===== src/rtl/dmem_arbiter_if.sv =====
`default_nettype none
// ============================================================================
//  Module      : dmem_arbiter_if
//  Description : Bundle of the signals that connect dmem_arbiter to its two
//                requesters and to the single-ported DataMemory.
//                  Requester side : req/wr/addr/wdata in, ack/err out (per
//                                   port), shared rdata out.
//                  Memory side    : mem_address/mem_write_data/mem_write/
//                                   mem_read out, mem_read_data in.
//                Modport "slave" is the arbiter's view of the bundle.
//                Modport "master" is the surrounding system's view of the
//                bundle: the requesters plus the memory.
//  Revision    : 1.0 - initial release
// ============================================================================
interface dmem_arbiter_if #(
  parameter int ADDR_W = 32,
  parameter int DATA_W = 32
);

  // Port 0 (pipeline MEM stage)
  logic              req0;
  logic              wr0;
  logic [ADDR_W-1:0] addr0;
  logic [DATA_W-1:0] wdata0;
  logic              ack0;
  logic              err0;

  // Port 1 (secondary requester: loader / debug)
  logic              req1;
  logic              wr1;
  logic [ADDR_W-1:0] addr1;
  logic [DATA_W-1:0] wdata1;
  logic              ack1;
  logic              err1;

  // Read data shared by both ports
  logic [DATA_W-1:0] rdata;

  // DataMemory connection
  logic [ADDR_W-1:0] mem_address;
  logic [DATA_W-1:0] mem_write_data;
  logic              mem_write;
  logic              mem_read;
  logic [DATA_W-1:0] mem_read_data;

  modport slave (
    input  req0, wr0, addr0, wdata0,
    input  req1, wr1, addr1, wdata1,
    output ack0, err0, ack1, err1,
    output rdata,
    output mem_address, mem_write_data, mem_write, mem_read,
    input  mem_read_data
  );

  modport master (
    output req0, wr0, addr0, wdata0,
    output req1, wr1, addr1, wdata1,
    input  ack0, err0, ack1, err1,
    input  rdata,
    input  mem_address, mem_write_data, mem_write, mem_read,
    output mem_read_data
  );

endinterface : dmem_arbiter_if
`default_nettype wire


===== src/rtl/dmem_arbiter.sv =====
`default_nettype none
// ============================================================================
//  Module      : dmem_arbiter
//  Description : Round-robin two-port arbiter for the single-ported
//                DataMemory. One access at a time runs through a fixed
//                IDLE -> SERVE -> ACK sequence:
//                  IDLE  : pick a winner, latch a misalignment flag
//                  SERVE : drive the memory strobes for one cycle and
//                          capture read data on the closing edge
//                  ACK   : one-cycle ack (plus err) to the winner
//                Ports:
//                  clk  - system clock, rising edge active
//                  rst  - asynchronous active-high reset
//                  bus  - dmem_arbiter_if.slave (requesters + memory)
//  Revision    : 1.0 - initial release
// ============================================================================
module dmem_arbiter #(
  parameter int ADDR_W = 32,
  parameter int DATA_W = 32
) (
  input  wire logic      clk,
  input  wire logic      rst,
  dmem_arbiter_if.slave  bus
);

  // --------------------------------------------------------------------------
  // State encoding
  // --------------------------------------------------------------------------
  typedef enum logic [1:0] {
    ST_IDLE  = 2'd0,
    ST_SERVE = 2'd1,
    ST_ACK   = 2'd2
  } state_t;

  // --------------------------------------------------------------------------
  // Registers
  // --------------------------------------------------------------------------
  state_t            state_q,      state_d;
  logic              winner_q,     winner_d;      // port currently being served
  logic              last_grant_q, last_grant_d;  // port granted most recently
  logic              err_q,        err_d;         // winner's address misaligned
  logic [DATA_W-1:0] rdata_q,      rdata_d;       // read-data holding register

  // --------------------------------------------------------------------------
  // Combinational helpers
  // --------------------------------------------------------------------------
  logic              w_any_req;
  logic              w_grant_sel;   // candidate winner while in IDLE
  logic [ADDR_W-1:0] w_grant_addr;  // candidate winner's address
  logic              w_sel_wr;      // winner's request, muxed by winner_q
  logic [ADDR_W-1:0] w_sel_addr;
  logic [DATA_W-1:0] w_sel_wdata;
  logic              w_serving;
  logic              w_acking;

  assign w_any_req = bus.req0 | bus.req1;
  assign w_serving = (state_q == ST_SERVE);
  assign w_acking  = (state_q == ST_ACK);

  // Round-robin pick. On a tie the port that did not win last time gets the
  // grant; last_grant resets to 1 so port 0 takes the first tie.
  always_comb begin
    w_grant_sel = 1'b0;
    if (bus.req0 && bus.req1) begin
      w_grant_sel = ~last_grant_q;
    end else if (bus.req1) begin
      w_grant_sel = 1'b1;
    end
    w_grant_addr = w_grant_sel ? bus.addr1 : bus.addr0;
  end

  // Request fields of the port that won arbitration. Requesters keep these
  // stable while req is high, so no copy is stored here.
  always_comb begin
    w_sel_wr    = bus.wr0;
    w_sel_addr  = bus.addr0;
    w_sel_wdata = bus.wdata0;
    if (winner_q) begin
      w_sel_wr    = bus.wr1;
      w_sel_addr  = bus.addr1;
      w_sel_wdata = bus.wdata1;
    end
  end

  // --------------------------------------------------------------------------
  // State register
  // --------------------------------------------------------------------------
  always_ff @(posedge clk or posedge rst) begin
    if (rst) begin
      state_q      <= ST_IDLE;
      winner_q     <= 1'b0;
      last_grant_q <= 1'b1;
      err_q        <= 1'b0;
      rdata_q      <= '0;
    end else begin
      state_q      <= state_d;
      winner_q     <= winner_d;
      last_grant_q <= last_grant_d;
      err_q        <= err_d;
      rdata_q      <= rdata_d;
    end
  end

  // --------------------------------------------------------------------------
  // Next-state logic
  // --------------------------------------------------------------------------
  always_comb begin
    state_d      = state_q;
    winner_d     = winner_q;
    last_grant_d = last_grant_q;
    err_d        = err_q;
    rdata_d      = rdata_q;

    case (state_q)
      ST_IDLE: begin
        if (w_any_req) begin
          winner_d     = w_grant_sel;
          last_grant_d = w_grant_sel;
          // A misaligned access still walks through SERVE/ACK so the
          // requester gets its ack, but the strobes stay off.
          err_d        = |w_grant_addr[1:0];
          state_d      = ST_SERVE;
        end
      end

      ST_SERVE: begin
        // Memory read is combinational; capture on the edge closing SERVE.
        if (!w_sel_wr && !err_q) begin
          rdata_d = bus.mem_read_data;
        end
        state_d = ST_ACK;
      end

      ST_ACK: begin
        // The acked port's req is deliberately not looked at here; the
        // requester drops or renews it on the edge leaving ACK.
        err_d   = 1'b0;
        state_d = ST_IDLE;
      end

      default: begin
        state_d = ST_IDLE;
      end
    endcase
  end

  // --------------------------------------------------------------------------
  // Outputs, decoded from the current state only so that an asynchronous
  // reset clears every strobe and ack without waiting for a clock edge.
  // --------------------------------------------------------------------------
  always_comb begin
    bus.mem_address    = '0;
    bus.mem_write_data = '0;
    bus.mem_write      = 1'b0;
    bus.mem_read       = 1'b0;
    if (w_serving) begin
      bus.mem_address    = w_sel_addr;
      bus.mem_write_data = w_sel_wdata;
      bus.mem_write      =  w_sel_wr & ~err_q;
      bus.mem_read       = ~w_sel_wr & ~err_q;
    end
  end

  always_comb begin
    bus.ack0 = w_acking & ~winner_q;
    bus.ack1 = w_acking &  winner_q;
    bus.err0 = w_acking & ~winner_q & err_q;
    bus.err1 = w_acking &  winner_q & err_q;
  end

  assign bus.rdata = rdata_q;

endmodule : dmem_arbiter
`default_nettype wire


===== src/flat_wrapper.sv =====
// flat-port wrapper written by rule: the top's interface ports become plain ports
module dmem_arbiter_flat 
#(
  parameter int ADDR_W = 32,
  parameter int DATA_W = 32
)
  (clk, rst, bus_req0, bus_wr0, bus_addr0, bus_wdata0, bus_req1, bus_wr1, bus_addr1, bus_wdata1, bus_ack0, bus_err0, bus_ack1, bus_err1, bus_rdata, bus_mem_address, bus_mem_write_data, bus_mem_write, bus_mem_read, bus_mem_read_data);
  dmem_arbiter_if #(.ADDR_W(ADDR_W), .DATA_W(DATA_W)) bus_i ();
  input  wire logic clk;
  input  wire logic rst;
  input wire logic [$bits(bus_i.req0)-1:0] bus_req0;
  input wire logic [$bits(bus_i.wr0)-1:0] bus_wr0;
  input wire logic [$bits(bus_i.addr0)-1:0] bus_addr0;
  input wire logic [$bits(bus_i.wdata0)-1:0] bus_wdata0;
  input wire logic [$bits(bus_i.req1)-1:0] bus_req1;
  input wire logic [$bits(bus_i.wr1)-1:0] bus_wr1;
  input wire logic [$bits(bus_i.addr1)-1:0] bus_addr1;
  input wire logic [$bits(bus_i.wdata1)-1:0] bus_wdata1;
  output wire logic [$bits(bus_i.ack0)-1:0] bus_ack0;
  output wire logic [$bits(bus_i.err0)-1:0] bus_err0;
  output wire logic [$bits(bus_i.ack1)-1:0] bus_ack1;
  output wire logic [$bits(bus_i.err1)-1:0] bus_err1;
  output wire logic [$bits(bus_i.rdata)-1:0] bus_rdata;
  output wire logic [$bits(bus_i.mem_address)-1:0] bus_mem_address;
  output wire logic [$bits(bus_i.mem_write_data)-1:0] bus_mem_write_data;
  output wire logic [$bits(bus_i.mem_write)-1:0] bus_mem_write;
  output wire logic [$bits(bus_i.mem_read)-1:0] bus_mem_read;
  input wire logic [$bits(bus_i.mem_read_data)-1:0] bus_mem_read_data;
  assign bus_i.req0 = bus_req0;
  assign bus_i.wr0 = bus_wr0;
  assign bus_i.addr0 = bus_addr0;
  assign bus_i.wdata0 = bus_wdata0;
  assign bus_i.req1 = bus_req1;
  assign bus_i.wr1 = bus_wr1;
  assign bus_i.addr1 = bus_addr1;
  assign bus_i.wdata1 = bus_wdata1;
  assign bus_ack0 = bus_i.ack0;
  assign bus_err0 = bus_i.err0;
  assign bus_ack1 = bus_i.ack1;
  assign bus_err1 = bus_i.err1;
  assign bus_rdata = bus_i.rdata;
  assign bus_mem_address = bus_i.mem_address;
  assign bus_mem_write_data = bus_i.mem_write_data;
  assign bus_mem_write = bus_i.mem_write;
  assign bus_mem_read = bus_i.mem_read;
  assign bus_i.mem_read_data = bus_mem_read_data;
  dmem_arbiter #(.ADDR_W(ADDR_W), .DATA_W(DATA_W)) u_core (.clk(clk), .rst(rst), .bus(bus_i));
endmodule

===== config.mk =====
export PLATFORM = sky130hd
export DESIGN_NAME = dmem_arbiter_flat
export DESIGN_NICKNAME = d
export VERILOG_FILES = /design/src/rtl/dmem_arbiter_if.sv /design/src/rtl/dmem_arbiter.sv /design/src/flat_wrapper.sv
export SDC_FILE = /design/constraint.sdc
export NUM_CORES = 1
export LEC_CHECK = 0
export CORE_AREA = 5 5 101 103
export CTS_BUF_LIST = sky130_fd_sc_hd__clkbuf_8
export DETAILED_ROUTE_END_ITERATION = 6
export DIE_AREA = 0 0 106 108
export GPL_TIMING_DRIVEN = 0
export PLACE_DENSITY = 0.88
export SETUP_SLACK_MARGIN = 0.4
export SYNTH_ARGS = -nofsm -noshare
export SYNTH_HDL_FRONTEND = slang
export SYNTH_SLANG_ARGS = --single-unit

===== constraint.sdc =====
create_clock -name clk -period 2.03 [get_ports clk]
set_input_delay 0.3045 -clock clk [delete_from_list [all_inputs] [get_ports clk]]
set_output_delay 0.3045 -clock clk [all_outputs]
set_load 0.03 [all_outputs]

==> results.ini <==
[synth]
synth-seq-area-share = 0.366
syn_avg_cell_area_um2 = 10.6
synth_edf_count = 0
synth_most_common_cell = nor2_1
synthesis.area_um2 = 2530
synth-seq-cells = 37
ys_warn_count = 0
synth_nets = 406
synthDistinctLibCells = 26
synth_common_cells = nor2_1 (66), mux2i_1 (64), dfrtp_1 (36)
synthDominantCellAreaShare = 0.356
ys_async_sr_fraction = 1.00
synth-main-ff-cell = dfrtp_1
netlist_top_cells_area = dfrtp_1 (36%), mux2i_1 (25%), mux2_4 (18%), nor2_1 (9.8%), buf_6 (1.3%)
synth_cells = 240
yosys.area.top_type = dfrtp_1

[die]
start_util = 0.278
die_w_um = 106
ios = 268
coreArea_um2 = 9110
fp-row-count = 35
die-area_um2 = 11400
die_h_um = 108

[finish]
syn_to_final_growth_pct = 152
layout.nets = 704
diodes = 0
drive_gt1_frac = 0.421
fin_area_um2 = 6380

[setup_path]
rr_startpoint = u_core.winner_q
worstRegToRegCells = 8
regToRegSetupSlack_ns = 0
critical_path_peak_fanout = 6
arrival_ns = 1.88
startpoint_type = flip-flop
timing_worst_setup_path_type = flip-flop to primary output
cp-end-kind = primary output
critPathLaunch = u_core.winner_q
crit_required_ns = 1.73
r2r-end = u_core.bus.rdata[23]

[global_routing]
antenna_found_initial = 0
grt_pass1_vias = 3195
grt_max_degree = 38
grt_pass1_wl_um = 17500
overflow = 0
track_usage = 0.195

[timing]
final.min_clock_period_ns = 2.19
slew_headroom = 0.484
tightest_slew_ns = 0.773
finalSetupViolations = 29
finalHoldViolations = 0
skew_ns = 0.0172
setup_tns_ns = -0.980
finalCritPeriodShare = 1.08
max_freq_ghz = 0.457
slew_viol_final = 0
layout_setup_ws_ns = -0.156
rsz0062_at_grt = true
whs_ns = 0.510

[clock_network]
cts_tree = built
clkTransAtPathRegs_ns = 0.08
cts.sink_count = 37
hold_buffers = 0
h-tree-depth = 2
insertion_delay_ns = 0.29
cts_made_buffers = 5
cts_max_path_buffers = 2
cts-root-buf = clkbuf_8

[drt]
vias = 2996
drt_iter0_drc = 98
drc_errors = 0
routedWlPerCell_um = 19.7
routed_wl_um = 12800
antenna_left = 0
via_per_inst = 4.61
firstDrtPassIters = 4

[status]
violations = negative setup slack
status = finished with violations

[place]
hpwl_um = 9750
io_buffers = 267
dpl_cell_area_um2 = 5540
gp_congestion = 0.762

[min_path]
min_to = u_core.bus.rdata[8]
holdPathStages = 1
hp-start = u_core.bus.rdata[8]
min_path_type = flip-flop to flip-flop

[pwr]
p_per_area_nw_per_um2 = 1480
p_leak_uw = 0.00293
vdd_ir_drop_max_mv = 1.05

[job]
drv_cap = 0

critical path, stage by stage, from the launching register on:
cell       delay (ns)
dfrtp_1          0.37
clkbuf_8         0.13
buf_4            0.13
buf_6            0.12
clkbuf_16        0.17
buf_8            0.13
buf_4            0.13
mux2i_1          0.12
nor2_1           0.13
buf_4            0.18
power breakdown:
| part | switching (µW) | internal [µW] | total, µW | leakage, µW |
|---|---|---|---|---|
| Combinational | 3720 | 3780 | 7500 | 0.00244 |
| Clock | 258 | 313 | 571 | 0.0000549 |
| Sequential | 254 | 1130 | 1380 | 0.000438 |
| Total | 4230 | 5220 | 9450 | 0.00293 |
cells in the final DEF (no fill, tap or decap), types with 2 or more instances in the layout:
cell type          n
buf_8              4
dfrtp_1           34
nor2_1            27
nand2_1            2
dfrtp_2            2
mux2_4            32
nor2_4             9
mux2i_1           41
mux2i_2           11
mux2i_4           12
buf_12             9
o21a_1             2
buf_16             3
clkbuf_8           9
clkbuf_4           2
buf_4             43
clkdlybuf4s50_1  165
clkinvlp_4         2
buf_6             41
nor2_2            30
dlygate4sd2_1     29
dlymetal6s2s_1     3
clkbuf_16          9
registers in the layout, indices dropped and copies added, names as in the netlist:
name                 flops
u_core.last_grant_q      1
u_core.winner_q          1
u_core.err_q             1
u_core.bus.rdata        32
u_core.state_q           2
stage by stage:
stage,util,worst slack [ns],total power (µW),cells
2_1_floorplan,-,0.246,5270,240
3_3_place_gp,0.608,-0.579,7530,618
3_5_place_dp,0.608,-0.593,7640,618
4_1_cts,0.652,-0.112,8710,641
5_1_grt,0.700,-0.220,9880,650
6_report,0.700,-0.156,9450,650
how the worst max path moves through the flow:
stage / endpoint / slack (ns)
floorplan: bus_mem_read / 0.25
global placement: bus_mem_read / -0.58
detailed placement: bus_mem_read / -0.59
CTS: bus_err0 / -0.11
global route: bus_mem_write_data[31] / -0.22
finish: bus_mem_write_data[31] / -0.16
final cells by class:
cell class	instances	area, µm²
Clock buffer	7	96.3
Timing Repair Buffer	291	2990
Tap cell	111	139
Multi-Input combinational cell	181	1870
Clock inverter	1	8.76
Sequential cell	37	930
Buffer	19	327
Inverter	3	18.8
Fill cell	669	2730
metal layers:
metal / vias up / GRT usage / wire (µm)
met3: 20 / 0.0507 / 823
met5: - / 0 / 0
li1: 1419 / - / -
met2: 142 / 0.385 / 7280
met1: 1415 / 0.201 / 4500
met4: 0 / 0.0527 / 218
cell families (layout without fill, tap and decap cells):
kind of cell | Yosys count | after routing | share of synthesized area
multiplexers | 97 | 97 | 0.444
buffers and inverters | 22 | 321 | 0.0449
AO/OA/AOI/OAI | 7 | 7 | 0.0212
flip-flops | 37 | 37 | 0.366
AND/OR/NAND/NOR | 77 | 77 | 0.124
what timing repair did:
item	4_1_cts	5_1_grt
pin swaps	1	8
gates cloned	3	7
endpoints found under the setup margin	136	105
resized for setup	533	60
buffers inserted	12	2
(Power assumes the default switching activity.)
